`src/rtl/spi_pkg.sv`:
```
// Shared SPI definitions: mode constants, default word width and target FSM encoding.
package spi_pkg;

    localparam int unsigned SPI_DEFAULT_N = 8;

    localparam bit SPI_CPOL_LOW   = 1'b0;
    localparam bit SPI_CPOL_HIGH  = 1'b1;
    localparam bit SPI_CPHA_LEAD  = 1'b0;
    localparam bit SPI_CPHA_TRAIL = 1'b1;

    typedef enum logic [1:0] {
        StIdle,
        StLoad,
        StShift
    } spi_state_e;

endpackage

```
`src/rtl/spi_sync_edge.sv`:
```
// Two-flop synchroniser for an asynchronous pin plus a third flop for rise/fall detection.
module spi_sync_edge #(
    parameter bit ResetVal = 1'b0
) (
    input  logic clk_i,
    input  logic reset_i,
    input  logic d_i,
    output logic sync_o,
    output logic rise_o,
    output logic fall_o
);

    logic [2:0] sync_q, sync_d;

    always_comb begin
        sync_d = {sync_q[1:0], d_i};
    end

    always_ff @(posedge clk_i) begin
        if (reset_i) begin
            sync_q <= {3{ResetVal}};
        end else begin
            sync_q <= sync_d;
        end
    end

    assign sync_o = sync_q[1];
    assign rise_o = sync_q[1] & ~sync_q[2];
    assign fall_o = ~sync_q[1] & sync_q[2];

endmodule

```
`src/rtl/spi_slave_port.sv`:
```
// SPI target endpoint: oversamples SCK/SSEL/MOSI in the clk domain and drives MISO,
// with the same parallel word handshake as spi_master.
module spi_slave_port
    import spi_pkg::*;
#(
    parameter int unsigned N    = SPI_DEFAULT_N,
    parameter bit          CPOL = SPI_CPOL_LOW,
    parameter bit          CPHA = SPI_CPHA_LEAD
) (
    input  logic         clk,
    input  logic         reset,
    input  logic         spi_ssel_i,
    input  logic         spi_sck_i,
    input  logic         spi_mosi_i,
    output logic         spi_miso_o,
    output logic         spi_miso_oe_o,
    output logic         di_req_o,
    input  logic [N-1:0] di_i,
    input  logic         wren_i,
    output logic         wr_ack_o,
    output logic         do_valid_o,
    output logic [N-1:0] do_o,
    output logic         underrun_o,
    output logic         busy_o
);

    localparam int unsigned CntW = $clog2(N);

    logic sck_sync_unused, sck_rise, sck_fall;
    logic ssel_sync, ssel_rise, ssel_fall;
    logic lead_ev, trail_ev, sample_ev, shift_ev;
    logic load_tx, consume;

    spi_state_e    state_q, state_d;
    logic [1:0]    mosi_q, mosi_d;
    logic [N-1:0]  hold_q, hold_d, tx_q, tx_d, rx_q, rx_d, do_q, do_d;
    logic          hold_valid_q, hold_valid_d;
    logic [CntW-1:0] bit_cnt_q, bit_cnt_d;
    logic          do_valid_q, do_valid_d, wr_ack_q, wr_ack_d, di_req_q, di_req_d;
    logic          underrun_q, underrun_d, oe_q, oe_d;

    spi_sync_edge #(.ResetVal(CPOL)) u_sck_sync (
        .clk_i   (clk),
        .reset_i (reset),
        .d_i     (spi_sck_i),
        .sync_o  (sck_sync_unused),
        .rise_o  (sck_rise),
        .fall_o  (sck_fall)
    );

    // Reset low so a select held low through reset is not mistaken for a new frame.
    spi_sync_edge #(.ResetVal(1'b0)) u_ssel_sync (
        .clk_i   (clk),
        .reset_i (reset),
        .d_i     (spi_ssel_i),
        .sync_o  (ssel_sync),
        .rise_o  (ssel_rise),
        .fall_o  (ssel_fall)
    );

    assign lead_ev   = CPOL ? sck_fall : sck_rise;
    assign trail_ev  = CPOL ? sck_rise : sck_fall;
    assign sample_ev = CPHA ? trail_ev : lead_ev;
    assign shift_ev  = CPHA ? lead_ev : trail_ev;

    always_comb begin
        state_d      = state_q;
        mosi_d       = {mosi_q[0], spi_mosi_i};
        hold_d       = hold_q;
        hold_valid_d = hold_valid_q;
        tx_d         = tx_q;
        rx_d         = rx_q;
        bit_cnt_d    = bit_cnt_q;
        do_d         = do_q;
        do_valid_d   = 1'b0;
        underrun_d   = 1'b0;
        oe_d         = oe_q;
        wr_ack_d     = wren_i;
        load_tx      = 1'b0;
        consume      = 1'b0;

        unique case (state_q)
            StIdle: begin
                if (ssel_fall) begin
                    state_d = StLoad;
                end
            end
            StLoad: begin
                // With CPHA=1 the first leading edge does the real load; this only drives MISO early.
                load_tx   = 1'b1;
                consume   = ~CPHA;
                bit_cnt_d = '0;
                oe_d      = 1'b1;
                state_d   = StShift;
            end
            StShift: begin
                if (ssel_rise) begin
                    state_d   = StIdle;
                    bit_cnt_d = '0;
                    tx_d      = '0;
                    rx_d      = '0;
                    oe_d      = 1'b0;
                end else if (sample_ev) begin
                    rx_d = {rx_q[N-2:0], mosi_q[1]};
                    if (bit_cnt_q == CntW'(N - 1)) begin
                        bit_cnt_d  = '0;
                        do_d       = rx_d;
                        do_valid_d = 1'b1;
                    end else begin
                        bit_cnt_d = bit_cnt_q + CntW'(1);
                    end
                end else if (shift_ev) begin
                    if (bit_cnt_q == '0) begin
                        load_tx = 1'b1;
                        consume = 1'b1;
                    end else begin
                        tx_d = {tx_q[N-2:0], 1'b0};
                    end
                end
            end
            default: state_d = StIdle;
        endcase

        if (load_tx) begin
            tx_d = hold_valid_q ? hold_q : '0;
            if (consume) begin
                hold_valid_d = 1'b0;
                underrun_d   = ~hold_valid_q;
            end
        end

        // A write in the same cycle as a load lands after it, so the load sees the old word.
        if (wren_i) begin
            hold_d       = di_i;
            hold_valid_d = 1'b1;
        end

        di_req_d = ~hold_valid_d;
    end

    always_ff @(posedge clk) begin
        if (reset) begin
            state_q      <= StIdle;
            mosi_q       <= '0;
            hold_q       <= '0;
            hold_valid_q <= 1'b0;
            tx_q         <= '0;
            rx_q         <= '0;
            bit_cnt_q    <= '0;
            do_q         <= '0;
            do_valid_q   <= 1'b0;
            wr_ack_q     <= 1'b0;
            di_req_q     <= 1'b1;
            underrun_q   <= 1'b0;
            oe_q         <= 1'b0;
        end else begin
            state_q      <= state_d;
            mosi_q       <= mosi_d;
            hold_q       <= hold_d;
            hold_valid_q <= hold_valid_d;
            tx_q         <= tx_d;
            rx_q         <= rx_d;
            bit_cnt_q    <= bit_cnt_d;
            do_q         <= do_d;
            do_valid_q   <= do_valid_d;
            wr_ack_q     <= wr_ack_d;
            di_req_q     <= di_req_d;
            underrun_q   <= underrun_d;
            oe_q         <= oe_d;
        end
    end

    assign spi_miso_o    = tx_q[N-1];
    assign spi_miso_oe_o = oe_q;
    assign di_req_o      = di_req_q;
    assign wr_ack_o      = wr_ack_q;
    assign do_valid_o    = do_valid_q;
    assign do_o          = do_q;
    assign underrun_o    = underrun_q;
    assign busy_o        = (state_q != StIdle) & ~ssel_sync;

endmodule

```
`config.mk`:
```
export PLATFORM = sky130hd
export DESIGN_NAME = spi_slave_port
export DESIGN_NICKNAME = d
export VERILOG_FILES = /design/src/rtl/spi_pkg.sv /design/src/rtl/spi_sync_edge.sv /design/src/rtl/spi_slave_port.sv
export SDC_FILE = /design/constraint.sdc
export NUM_CORES = 1
export LEC_CHECK = 0
export ABC_AREA = 1
export ABC_CLOCK_PERIOD_IN_PS = 1900
export CELL_PAD_IN_SITES_DETAIL_PLACEMENT = 0
export CELL_PAD_IN_SITES_GLOBAL_PLACEMENT = 1
export CORE_AREA = 2 2 75 77
export CTS_BUF_LIST = sky130_fd_sc_hd__clkbuf_4
export CTS_CLUSTER_SIZE = 10
export DETAILED_ROUTE_END_ITERATION = 6
export DIE_AREA = 0 0 77 79
export HOLD_SLACK_MARGIN = 0.02
export MAX_ROUTING_LAYER = met4
export PLACE_DENSITY_LB_ADDON = 0.1
export SYNTH_ARGS = -nofsm -noshare
export SYNTH_HDL_FRONTEND = slang
export SYNTH_SLANG_ARGS = --single-unit
export TNS_END_PERCENT = 5
```
`constraint.sdc`:
```
create_clock -name clk -period 1.9 [get_ports clk]
set_input_delay 0.285 -clock clk [delete_from_list [all_inputs] [get_ports clk]]
set_output_delay 0.285 -clock clk [all_outputs]
set_load 0.03 [all_outputs]
```
* Yosys cells after proc, flatten, opt, wreduce, memory -nomap -nowiden
Index checks and enable logic that the tools add are counted.
** Word-level totals
- Register bits :: 50
- Output and inout bits :: 15
- Logic and storage cells :: 80
** Cells by class
- Add/subtract/negate cells :: 1
- Equal/unequal tests :: 8
- Mux-type cells :: 26
- Bitwise logic cells :: 15
- Reduce and logical (&&, ||, !) cells :: 15
** Operator list (number)
- 8-bit 2-to-1 mux :: 7
- 7-bit 2-to-1 mux :: 2
- 1-bit inverter :: 10
- 3-bit 2-to-1 mux :: 3
- 1-bit 2-to-1 mux :: 8
- 2-bit AND reduction :: 4
- 4-bit AND reduction :: 2
- 2-bit nonzero test :: 4
- 3-bit inequality test (second input constant) :: 2
- 2-bit case mux with 3 select lines :: 1
- 3-bit case mux with 2 select lines :: 1
- 1-bit AND :: 5
- 2-bit 2-to-1 mux :: 2
- 2-bit inequality test (second input constant) :: 2
- 1-bit case mux with 2 select lines :: 2
- 4-bit OR reduction :: 1
- 3-bit by 1-bit adder with 3-bit output (second input constant) :: 1
- 3-bit == test (second input constant) :: 1
- 3-bit zero test :: 1
- 3-bit by 2-bit inequality test with 1-bit output (second input constant) :: 1
- 3-bit nonzero test :: 1
- 2-bit by 1-bit == test with 1-bit output (second input constant) :: 1
- 2-bit == test (second input constant) :: 1
- 2-bit zero test :: 1
- 2-bit OR reduction :: 1

* Logic depth before layout (Yosys ltp)
Gate-level depths: netlist of the first run.
- Depth in word-level cells :: 9
- Depth in mapped cells :: 12

* Cells and area by module
From an unflattened synthesis of the first run, not the netlist that was laid out.
** Second synthesis, totals
- Cell total of the unflattened synthesis :: 278
- Area, all modules :: 2108.3 um^2
** By module, submodules not included
- spi_slave_port :: times used 1, cells an instance 254, area each 1920.6 um^2
- spi_sync_edge :: times used 2, cells an instance 12, area each 93.8 um^2

* Worst setup path before layout of the first run
Ideal clock, no wire load.
- Kind :: register -> register
- From :: register state_q[0]
- To :: register tx_q[1]
- Library setup time :: 0.128 ns
- Arrival :: 1.350 ns
- Setup slack :: 0.422 ns
- Cell stages (with the launch flop) :: 13
- Buffers on the path :: 1
- Path through :: dfxtp_1 > inv_1 > ha_1 > inv_2 > a21oi_2 > nand2_2 > nand2_4 > nand2_4 > buf_6 > nand2_1 > nand2_1 > nor2_1 > nor2_1
** Between the ends
- Cells in the longest elaborated chain, start to end :: 4
- Elaborated cells on any way between the ends :: 9
- Those cells by class :: eq/ne: 4; mux: 2; reduce/logical: 3
** Ends and longest elaborated chain
- start: declaration :: line spi_slave_port.sv:34 : spi_state_e state_q, state_d;
- start signal: assignment :: line spi_slave_port.sv:143 : state_q <= StIdle;
- start signal: assignment :: line spi_slave_port.sv:157 : state_q <= state_d;
- 2-bit == test or 2-bit by 1-bit == test with 1-bit output (tied branches) :: line spi_slave_port.sv:82 : unique case (state_q)
- 1-bit case mux with 2 select lines :: line spi_slave_port.sv:82
- 3-bit inequality test (no line) (tied with other cells)
- 4-bit AND reduction (no line)
- end signal: assignment :: line spi_slave_port.sv:161 : tx_q <= tx_d;
- end: declaration :: line spi_slave_port.sv:36 : logic [N-1:0] hold_q, hold_d, tx_q, tx_d, rx_q, rx_d, do_q, do_d;
Several ways; a longest one is shown, not always the timed one.
A chain may end at the register's enable or synchronous reset.

* Worst setup path after layout of the first run
- From :: register state_q[0]
- To :: output busy_o
** Between the ends
- Cells in the longest elaborated chain, start to end :: 2
** Ends and longest elaborated chain
- 2-bit nonzero test :: line spi_slave_port.sv:180 : assign busy_o = (state_q != StIdle) & ~ssel_sync;
- 1-bit AND :: line spi_slave_port.sv:180
- end: declaration :: line spi_slave_port.sv:24 : output logic busy_o
Every way passes these cells.

==> metrics, run 1 <==
fraction of final layout cells sized beyond drive strength 1=0.0932; cell types occupying the most area after synthesis=sky130_fd_sc_hd__dfxtp_1, sky130_fd_sc_hd__nand2_1, sky130_fd_sc_hd__nor2_1, sky130_fd_sc_hd__inv_1, sky130_fd_sc_hd__ha_1; clock latency at the later pin of the worst-skew pair=~370 ps; buffer type at the clock tree root=sky130_fd_sc_hd__clkbuf_4; pin count of the biggest net entering global routing=27; sum of overflow across all layers after global routing=0; Reg power frac=0.481; worst slew pin tran=410 ps; top-level I/O count=29; drt total wl=4190 um; worst hold path class=reg2reg; combinational share of power=0.305; initial core utilization=0.389; post-route clock period utilization=0.947; TritonCTS clock tree=yes; highest net fanout along the worst path=3; floorplan die width=slightly below 80 um; kind of end point of the critical path=primary output; number of synthesized register bits=50; overall power consumption=~0.0024 W; area of the core region=approximately 5300 sq um; sequential-to-total area share from yosys stat=0.482; number of clock sinks=50; post-synthesis area per instance=between 7 and 8 sq um; number of buffers created by CTS=5; result of the run=finished clean; fraction of synthesis flops using an asynchronous set or reset pin=0; number of nets with antenna violations after detailed routing=0; switching part of the total power=0.360; Distinct cells, synth=26; Port Buf Inserts=28; timing-limited maximum frequency=0.556 GHz; Post-Syn Nets=about 300; antenna violations before repair=0; power dissipated by switching net loads=between 0.0008 and 0.0009 W; max-slew violation count=0; Critical Path RT=around 1600 ps; RSZ-0062 raised after global routing=no; P_leak=1.05 nW; DRC errors left=0; Max Buffers Root-to-Sink=2; min cycle time layout=between 1500 and 2000 ps; count leader, synth=sky130_fd_sc_hd__nand2_1; library cell occupying the most area in the post-synthesis netlist=sky130_fd_sc_hd__dfxtp_1; fraction of post-synthesis cell area in the top cell type by area=0.482; Worst Path Buf+Inv=2; P per Cell Area=~960 nW/um^2; number of antenna cells inserted=0; cell chain of the critical path=inv_1 > ha_1 > nor2_1 > clkdlybuf4s15_1; internal power contribution=0.00154 W; total global-route track usage=0.158; Vias/cell=about 4.4; last weighted congestion value of the routability-driven placer=a little under 0.8; Slew HR=0.727; kind of start point of the critical path=register; max_cap viols=0; die height=79 um; final HPWL from detailed placement=2970 um; most used standard cells in the synthesized netlist=sky130_fd_sc_hd__nand2_1, sky130_fd_sc_hd__nor2_1, sky130_fd_sc_hd__dfxtp_1; Netlist Area Pre-Place=~2100 sq um; clock network fraction of design power=0.214; Post-synth EDFFs=0; relative area change from synthesis to final layout=21.5%; top_reg_cell synth=sky130_fd_sc_hd__dfxtp_1; first-pass GRT wire length=between 7000 and 8000 um; Std-Cell Rows=27; final routed wire length divided by cell count=10.9 um; Max IR drop VDD=662 uV; number of global-route vias before repair=1652; arrival time at the worst endpoint=roughly 1500 ps; maximum level of the CTS H-tree=2; NumNets Final=330; crit-path leading delay family=buffers and inverters; classification of the worst setup path=reg2out; Critical Path Max Stage Delay=370 ps; final number of hold-violating endpoints=0; number of warnings printed during yosys synthesis=0; violation count after the first detailed-routing iteration=65; routed via count=about 1700; clock skew after layout=about 24 ps; Total Neg Setup Slack=0 ps; full die area=slightly above 6000 sq um; total iterations of the first detailed-routing run=4; clock transition at the registers of the reported paths=approximately 140 ps; cell type of the slowest stage on the worst timing path=sky130_fd_sc_hd__dfxtp_1; number of setup violations in the final report=0; synthesized netlist cell count=approximately 280
## stage by stage
step                      instances  setup WS, ps  hold WS (ps)  utilization  cell area (sq um)
final                           383           101           412        0.473               2520
after global routing            383          11.2           432        0.473               2520
after CTS                       383          54.6           386        0.472               2520
after detailed placement        375           187           395        0.461               2460
after global placement          375           248           391        0.461               2460
after floorplan                 275           422           388            -               2080
## cell families (layout without fill, tap and decap cells)
group / count (synthesis) / after routing / synth area share
compound gates: 30 / 30 / 0.0850
fa+ha+maj: 6 / 6 / 0.0362
buf+inv: 42 / 78 / 0.0862
flops: 50 / 50 / 0.482
simple gates: 147 / 147 / 0.310
## tightest hold or removal path: cells and delay by family, from the launching register on
family | cells | cell delay (ps)
and+or+nand+nor | 1 | 30
buffers and inverters | 1 | 40
DFF | 1 | 320
## sequential cells by signal (all words and copies together) (netlist names)
signal	flops
u_sck_sync.sync_q	3
tx_q	8
spi_miso_oe_o	1
rx_q	7
di_req_o	1
do_o	8
hold_valid_q	1
bit_cnt_q	3
underrun_o	1
state_q	2
hold_q	8
do_valid_o	1
wr_ack_o	1
u_ssel_sync.sync_q	3
mosi_q	2
## worst paths after layout
kind | start | end | slack [ps] | cells past startpoint
worst min register to register | u_ssel_sync.sync_q[0]$_SDFF_PP0_ | u_ssel_sync.sync_q[1]$_SDFF_PP0_ | 410 | 2
worst min-delay path | u_ssel_sync.sync_q[0]$_SDFF_PP0_ | u_ssel_sync.sync_q[1]$_SDFF_PP0_ | 410 | 2
worst max-delay path | state_q[0]$_SDFFE_PP0P_ | busy_o | 100 | 4
worst max register to register | state_q[0]$_SDFFE_PP0P_ | do_o[7]$_SDFFE_PP0P_ | 220 | 8
## power by group through the flow
stage	logic, W	clock network, W	registers, W
2_1_floorplan	0.000502	0	0.00119
3_3_place_gp	0.000739	0	0.00118
3_5_place_dp	0.000739	0	0.00119
4_1_cts	0.000733	0.000553	0.00116
5_1_grt	0.000823	0.000596	0.00117
6_report	0.000736	0.000517	0.00116
## what timing repair did
item / in CTS / in global routing
setup buffers: 0 / 0
setup endpoints to repair: 1 / 1
hold buffers: 0 / 0
gates cloned: 0 / 0
resized for setup: 1 / 1
## metal layers
metal,global-route usage,share of wire
met4,0.0536,0.0074
met5,-,0
met1,0.207,0.54
met2,0.245,0.43
met3,0.0330,0.026
## cells in the final DEF (no fill, tap or decap), types with 2 or more instances in the layout
cell	count
sky130_fd_sc_hd__ha_1	6
sky130_fd_sc_hd__inv_6	2
sky130_fd_sc_hd__nor2_4	2
sky130_fd_sc_hd__inv_2	3
sky130_fd_sc_hd__buf_4	9
sky130_fd_sc_hd__clkbuf_4	5
sky130_fd_sc_hd__nand3b_1	8
sky130_fd_sc_hd__a21oi_2	2
sky130_fd_sc_hd__a21oi_1	12
sky130_fd_sc_hd__o21ai_0	14
sky130_fd_sc_hd__nand3_1	13
sky130_fd_sc_hd__nor2_1	57
sky130_fd_sc_hd__dfxtp_1	50
sky130_fd_sc_hd__inv_1	29
sky130_fd_sc_hd__nand2_4	2
sky130_fd_sc_hd__nand2_1	60
sky130_fd_sc_hd__clkdlybuf4s50_1	27
## cell type report
| type | instances | area, sq um |
|---|---|---|
| Timing Repair Buffer | 37 | 348 |
| Sequential cell | 50 | 1000 |
| Inverter | 33 | 124 |
| Multi-Input combinational cell | 183 | 896 |
| Clock inverter | 3 | 26.3 |
| Tap cell | 72 | 90.1 |
| Fill cell | 598 | 2820 |
| Clock buffer | 5 | 37.5 |
Power figures use the tool's default switching activity.
==> run 2, diff against run 1 <==
--- a/config.mk
+++ b/config.mk
@@ -8,3 +8,2 @@
 export ABC_AREA = 1
-export ABC_CLOCK_PERIOD_IN_PS = 1900
 export CELL_PAD_IN_SITES_DETAIL_PLACEMENT = 0
--- a/constraint.sdc
+++ b/constraint.sdc
@@ -3,2 +3,2 @@
 set_output_delay 0.285 -clock clk [all_outputs]
-set_load 0.03 [all_outputs]
+set_load 0.01 [all_outputs]
==> metrics, run 2 (synthesized netlist as in run 1, its figures left out) <==
routed via count=1697 (+0.77%); internal power contribution=0.00168 W (+8.8%); last weighted congestion value of the routability-driven placer=0.765 (-1.7%); Worst Path Buf+Inv=2 (unchanged); top-level I/O count=29 (unchanged); max-slew violation count=0 (unchanged); Port Buf Inserts=28 (unchanged); worst hold path class=reg2reg; number of setup violations in the final report=0 (unchanged); total iterations of the first detailed-routing run=4 (unchanged); TritonCTS clock tree=yes; number of buffers created by CTS=5 (unchanged); number of global-route vias before repair=1566 (-5.2%); sum of overflow across all layers after global routing=0 (unchanged); kind of end point of the critical path=primary output; violation count after the first detailed-routing iteration=57 (-12%); first-pass GRT wire length=7270 um (-2.8%); highest net fanout along the worst path=3 (unchanged); clock latency at the later pin of the worst-skew pair=360 ps (about the same); final routed wire length divided by cell count=10.9 um (-0.19%); Total Neg Setup Slack=0 ps (unchanged); Critical Path Max Stage Delay=350 ps (-20 ps); maximum level of the CTS H-tree=2 (unchanged); timing-limited maximum frequency=0.601 GHz (+8.1%); pin count of the biggest net entering global routing=22 (-19%); area of the core region=5340 sq um (unchanged); RSZ-0062 raised after global routing=no; power dissipated by switching net loads=0.000790 W (-9.2%); full die area=6080 sq um (unchanged); DRC errors left=0 (unchanged); Critical Path RT=1620 ps (about the same); first element of the critical path=state_q[0]$_SDFFE_PP0P_; crit-path leading delay family=flip-flops; top library cells by usage in the layout, fill and taps aside=sky130_fd_sc_hd__nor2_1, sky130_fd_sc_hd__nand2_1, sky130_fd_sc_hd__dfxtp_1; worst hold margin=410 ps (-1.78 ps); number of antenna cells inserted=0 (unchanged); number of clock sinks=50 (unchanged); R2R Path Start=state_q[0]$_SDFFE_PP0P_; classification of the worst setup path=reg2out; post-route clock period utilization=0.876 (-0.0708); initial core utilization=0.389 (unchanged); worst slew pin tran=433 ps (+23.7 ps); drt total wl=4180 um (-0.19%); Vias/cell=4.43 (+0.77%); switching part of the total power=0.320 (-0.0404); clock network fraction of design power=0.252 (+0.038); clock transition at the registers of the reported paths=140 ps (about the same); max_cap viols=0 (unchanged); Slew HR=0.711 (-0.0158); Post-CTS Hold Buffers=0 (unchanged); fraction of final layout cells sized beyond drive strength 1=0.103 (+0.00965); Reg power frac=0.470 (-0.011); P_leak=1.06 nW (+0.86%); Std-Cell Rows=27 (unchanged); total global-route track usage=0.156 (-0.00189); hold-critical path depth=2 (unchanged); arrival time at the worst endpoint=1380 ps (-130 ps); cell chain of the critical path=inv_1 > ha_1 > nor2_1 > dlygate4sd2_1; relative area change from synthesis to final layout=22.7%; antenna violations before repair=0 (unchanged); Worst R2R Path Depth=9 (+1); floorplan die width=77 um (unchanged); clock skew after layout=13.1 ps (-10.5 ps); worst hold start=mosi_q[0]$_SDFF_PP0_; number of nets with antenna violations after detailed routing=0 (unchanged); buffer type at the clock tree root=sky130_fd_sc_hd__clkbuf_4; Max IR drop VDD=727 uV (+9.8%); cell type of the slowest stage on the worst timing path=sky130_fd_sc_hd__dfxtp_1; NumNets Final=330 (unchanged); capture point of the worst reg-to-reg path=do_o[7]$_SDFFE_PP0P_; kind of start point of the critical path=register; final number of hold-violating endpoints=0 (unchanged); final HPWL from detailed placement=2980 um (+0.33%); combinational share of power=0.279 (-0.026); destination of the worst hold path=mosi_q[1]$_SDFF_PP0_; die height=79 um (unchanged); Max Buffers Root-to-Sink=2 (unchanged); result of the run=finished clean; Reg2Reg Setup Slack=270 ps (+50 ps); min cycle time layout=1660 ps (-134 ps); P per Cell Area=969 nW/um^2 (+1.3%)
## run 2: per-stage QoR
step           instance area (sq um)   util  setup slack [ps]  total power, W  cells
2_1_floorplan                   2080      -               422         0.00165    275
3_3_place_gp                    2460  0.461               208         0.00189    375
3_5_place_dp                    2460  0.461               203         0.00189    375
4_1_cts                         2540  0.476               185         0.00251    383
5_1_grt                         2550  0.477              50.9         0.00264    383
6_report                        2550  0.477               236         0.00247    383
## run 2: area by class of cell
cell class / instances / area (sq um)
well taps: 72 / 90.1
clock buffers: 6 / 45.0
clock inverters: 2 / 37.5
inverters: 33 / 124
multi-input cells: 183 / 903
fillers: 595 / 2790
flip-flops and latches: 50 / 1000
repair buffers: 37 / 347
## run 2: power by group through the flow
stage,Clock [W],Sequential [W],Combinational [W]
2_1_floorplan,0,0.00117,0.000478
4_1_cts,0.000648,0.00116,0.000698
3_3_place_gp,0,0.00118,0.000702
6_report,0.000621,0.00116,0.000687
5_1_grt,0.000695,0.00117,0.000771
3_5_place_dp,0,0.00118,0.000701
## run 2: routing by layer
metal	share of wire	vias to the layer above	GRT usage
met1	0.52	737	0.218
met3	0.037	7	0.0250
met2	0.43	33	0.220
met5	0	-	-
li1	-	920	-
met4	0.017	0	0.0750
## run 2: how the worst max path moves through the flow
stage                      endpoint  slack, ps  cells after the start
6_report                     busy_o        240                      4
5_1_grt        tx_q[7]$_SDFFE_PP0P_         50                     10
4_1_cts        do_o[7]$_SDFFE_PP0P_        180                      9
3_5_place_dp   do_o[7]$_SDFFE_PP0P_        200                      9
3_3_place_gp   do_o[7]$_SDFFE_PP0P_        210                      8
2_1_floorplan  tx_q[1]$_SDFFE_PP0P_        420                     12
## run 2: repair_timing
action | 4_1_cts | 5_1_grt
cloned | 0 | 0
setup buffers | 0 | 0
gates resized for setup | 1 | 3
endpoints found under the hold margin | 0 | 0
endpoints found under the setup margin | 1 | 2
## run 2: worst reg2reg max path, cell delays in order, from the launching register on
cell	delay (ps)
sky130_fd_sc_hd__dfxtp_1	330
sky130_fd_sc_hd__inv_1	90
sky130_fd_sc_hd__ha_1	280
sky130_fd_sc_hd__nand3_1	130
sky130_fd_sc_hd__nand2_1	150
sky130_fd_sc_hd__nor2_4	60
sky130_fd_sc_hd__nor2_4	150
sky130_fd_sc_hd__buf_4	180
sky130_fd_sc_hd__nand3_2	70
sky130_fd_sc_hd__a21oi_2	140
==> run 3, diff against run 2 <==
- clock period: 1.9 -> 1.7 ns (I/O delays scaled with it)
==> metrics, run 3 (synthesized netlist as in run 1, its figures left out) <==
met1 usage in global routing=0.191 (-0.0266); TritonCTS clock tree=yes; top-level I/O count=29 (unchanged); Vias/cell=4.42 (-0.28%); final HPWL from detailed placement=3020 um (+1.3%); number of setup violations in the final report=0 (unchanged); final design area excluding fillers=2570 sq um (+1.1%); NumNets Final=332 (+0.61%); number of global-route vias before repair=1589 (+1.5%); worst hold path class=in2reg; clock network fraction of design power=0.255 (+0.003); power dissipated by switching net loads=0.000881 W (+12%); first-pass GRT wire length=7090 um (-2.5%); met2 usage in global routing=0.232 (+0.0123); last weighted congestion value of the routability-driven placer=0.821 (+7.3%); top library cells by usage in the layout, fill and taps aside=sky130_fd_sc_hd__nand2_1, sky130_fd_sc_hd__nor2_1, sky130_fd_sc_hd__dfxtp_1; total global-route track usage=0.149 (-0.00657); sum of overflow across all layers after global routing=0 (unchanged); result of the run=finished clean; internal power contribution=0.00188 W (+12%); Reg power frac=0.470 (about the same); worst slew pin tran=499 ps (+66.0 ps); hold-critical path depth=3 (+1); Critical Path Sink=busy_o; max_cap viols=0 (unchanged); Worst R2R Path Depth=9 (unchanged); kind of start point of the critical path=register; die height=79 um (unchanged); maximum level of the CTS H-tree=2 (unchanged); number of nets with antenna violations after detailed routing=0 (unchanged); drt total wl=4180 um (about the same); routed via count=1701 (+0.24%); number of clock sinks=50 (unchanged); buffer type at the clock tree root=sky130_fd_sc_hd__clkbuf_4; Total Neg Setup Slack=0 ps (unchanged); number of buffers created by CTS=5 (unchanged); antenna violations before repair=0 (unchanged); P per Cell Area=1070 nW/um^2 (+11%); clock skew after layout=12.0 ps (-1.07 ps); Port Buf Inserts=28 (unchanged); switching part of the total power=0.319 (-0.00137); Critical Path RT=1440 ps (-180 ps); overall power consumption=0.00276 W (+12%); area of the core region=5340 sq um (unchanged); classification of the worst setup path=reg2out; full die area=6080 sq um (unchanged); most common cell after layout, fill and taps aside=sky130_fd_sc_hd__nand2_1; clock transition at the registers of the reported paths=150 ps (about the same); fraction of final layout cells sized beyond drive strength 1=0.118 (+0.0153); combinational share of power=0.275 (-0.004); floorplan die width=77 um (unchanged); kind of end point of the critical path=primary output; Post-CTS Hold Buffers=0 (unchanged); initial core utilization=0.389 (unchanged); timing-limited maximum frequency=~0.6 GHz; max-slew violation count=0 (unchanged); number of antenna cells inserted=0 (unchanged); arrival time at the worst endpoint=1370 ps (about the same); highest net fanout along the worst path=3 (unchanged); R2R Path Start=state_q[0]$_SDFFE_PP0P_; post-route clock period utilization=0.953; DRC errors left=0 (unchanged); capture point of the worst reg-to-reg path=do_o[7]$_SDFFE_PP0P_; P_leak=1.07 nW (+0.83%); RSZ-0062 raised after global routing=yes; met3 GRT Util=0.0318 (+0.00682); min cycle time layout=approximately 1600 ps; pin count of the biggest net entering global routing=27 (+23%); total iterations of the first detailed-routing run=4 (unchanged); clock latency at the later pin of the worst-skew pair=370 ps (about the same); violation count after the first detailed-routing iteration=62 (+8.8%); relative area change from synthesis to final layout=24.1%; Max IR drop VDD=798 uV (+9.8%); standard cell area after detailed placement=2470 sq um (+0.61%); first element of the critical path=state_q[1]$_SDFFE_PP0P_; Max Buffers Root-to-Sink=2 (unchanged); final number of hold-violating endpoints=0 (unchanged); most heavily used metal layer in global routing=met2; Reg2Reg Setup Slack=150 ps (-120 ps); final routed wire length divided by cell count=10.9 um (-0.47%); Std-Cell Rows=27 (unchanged); Slew HR=0.667 (-0.0440)
-- run 3: power by group through the flow --
stage / clock network [W] / logic, W / registers [W]
CTS: 0.000740 / 0.000751 / 0.00130
detailed placement: 0 / 0.000757 / 0.00132
global placement: 0 / 0.000758 / 0.00132
floorplan: 0 / 0.000534 / 0.00131
global route: 0.000790 / 0.000847 / 0.00131
finish: 0.000705 / 0.000761 / 0.00130
-- run 3: area by class of cell --
| cell class | instances | area [sq um] |
|---|---|---|
| well taps | 72 | 90.1 |
| flip-flops and latches | 50 | 1000 |
| multi-input cells | 183 | 913 |
| inverters | 33 | 124 |
| clock buffers | 6 | 45.0 |
| repair buffers | 39 | 363 |
| fillers | 585 | 2760 |
| clock inverters | 2 | 37.5 |
-- run 3: worst min-delay path by stage --
stage / to / slack [ps] / from
global placement: u_sck_sync.sync_q[1]$_SDFF_PP0_ / 390 / u_sck_sync.sync_q[0]$_SDFF_PP0_
finish: u_sck_sync.sync_q[0]$_SDFF_PP0_ / 380 / spi_sck_i
CTS: u_sck_sync.sync_q[0]$_SDFF_PP0_ / 360 / spi_sck_i
floorplan: mosi_q[0]$_SDFF_PP0_ / 360 / spi_mosi_i
detailed placement: mosi_q[1]$_SDFF_PP0_ / 400 / mosi_q[0]$_SDFF_PP0_
global route: u_ssel_sync.sync_q[0]$_SDFF_PP0_ / 360 / spi_ssel_i
-- run 3: worst max-delay path, stage by stage (launching register included) --
cell and delay, ps:
sky130_fd_sc_hd__dfxtp_1 360, sky130_fd_sc_hd__inv_1 70, sky130_fd_sc_hd__ha_1 210, sky130_fd_sc_hd__nor2_1 110, sky130_fd_sc_hd__clkdlybuf4s15_1 240
-- run 3: metal layers --
metal / part of all wire / vias to the layer above
met2: 0.45 / 35
li1: - / 925
met5: 0 / -
met3: 0.043 / 6
met4: 0.016 / 0
met1: 0.49 / 735
-- run 3: per-stage QoR --
stage          utilization  instances  hold WS (ps)  worst slack [ps]
5_1_grt              0.482        385           363             -22.6
3_5_place_dp         0.463        377           403              30.5
3_3_place_gp         0.463        377           390              49.3
6_report             0.482        385           376              79.4
2_1_floorplan            -        275           362               222
4_1_cts              0.479        385           357              11.6
-- run 3: what timing repair did --
item                       4_1_cts  5_1_grt
setup buffers                    0        0
cloned                           0        0
setup endpoints to repair        2       23
pin swaps                        0        0
gates resized for setup          2        7
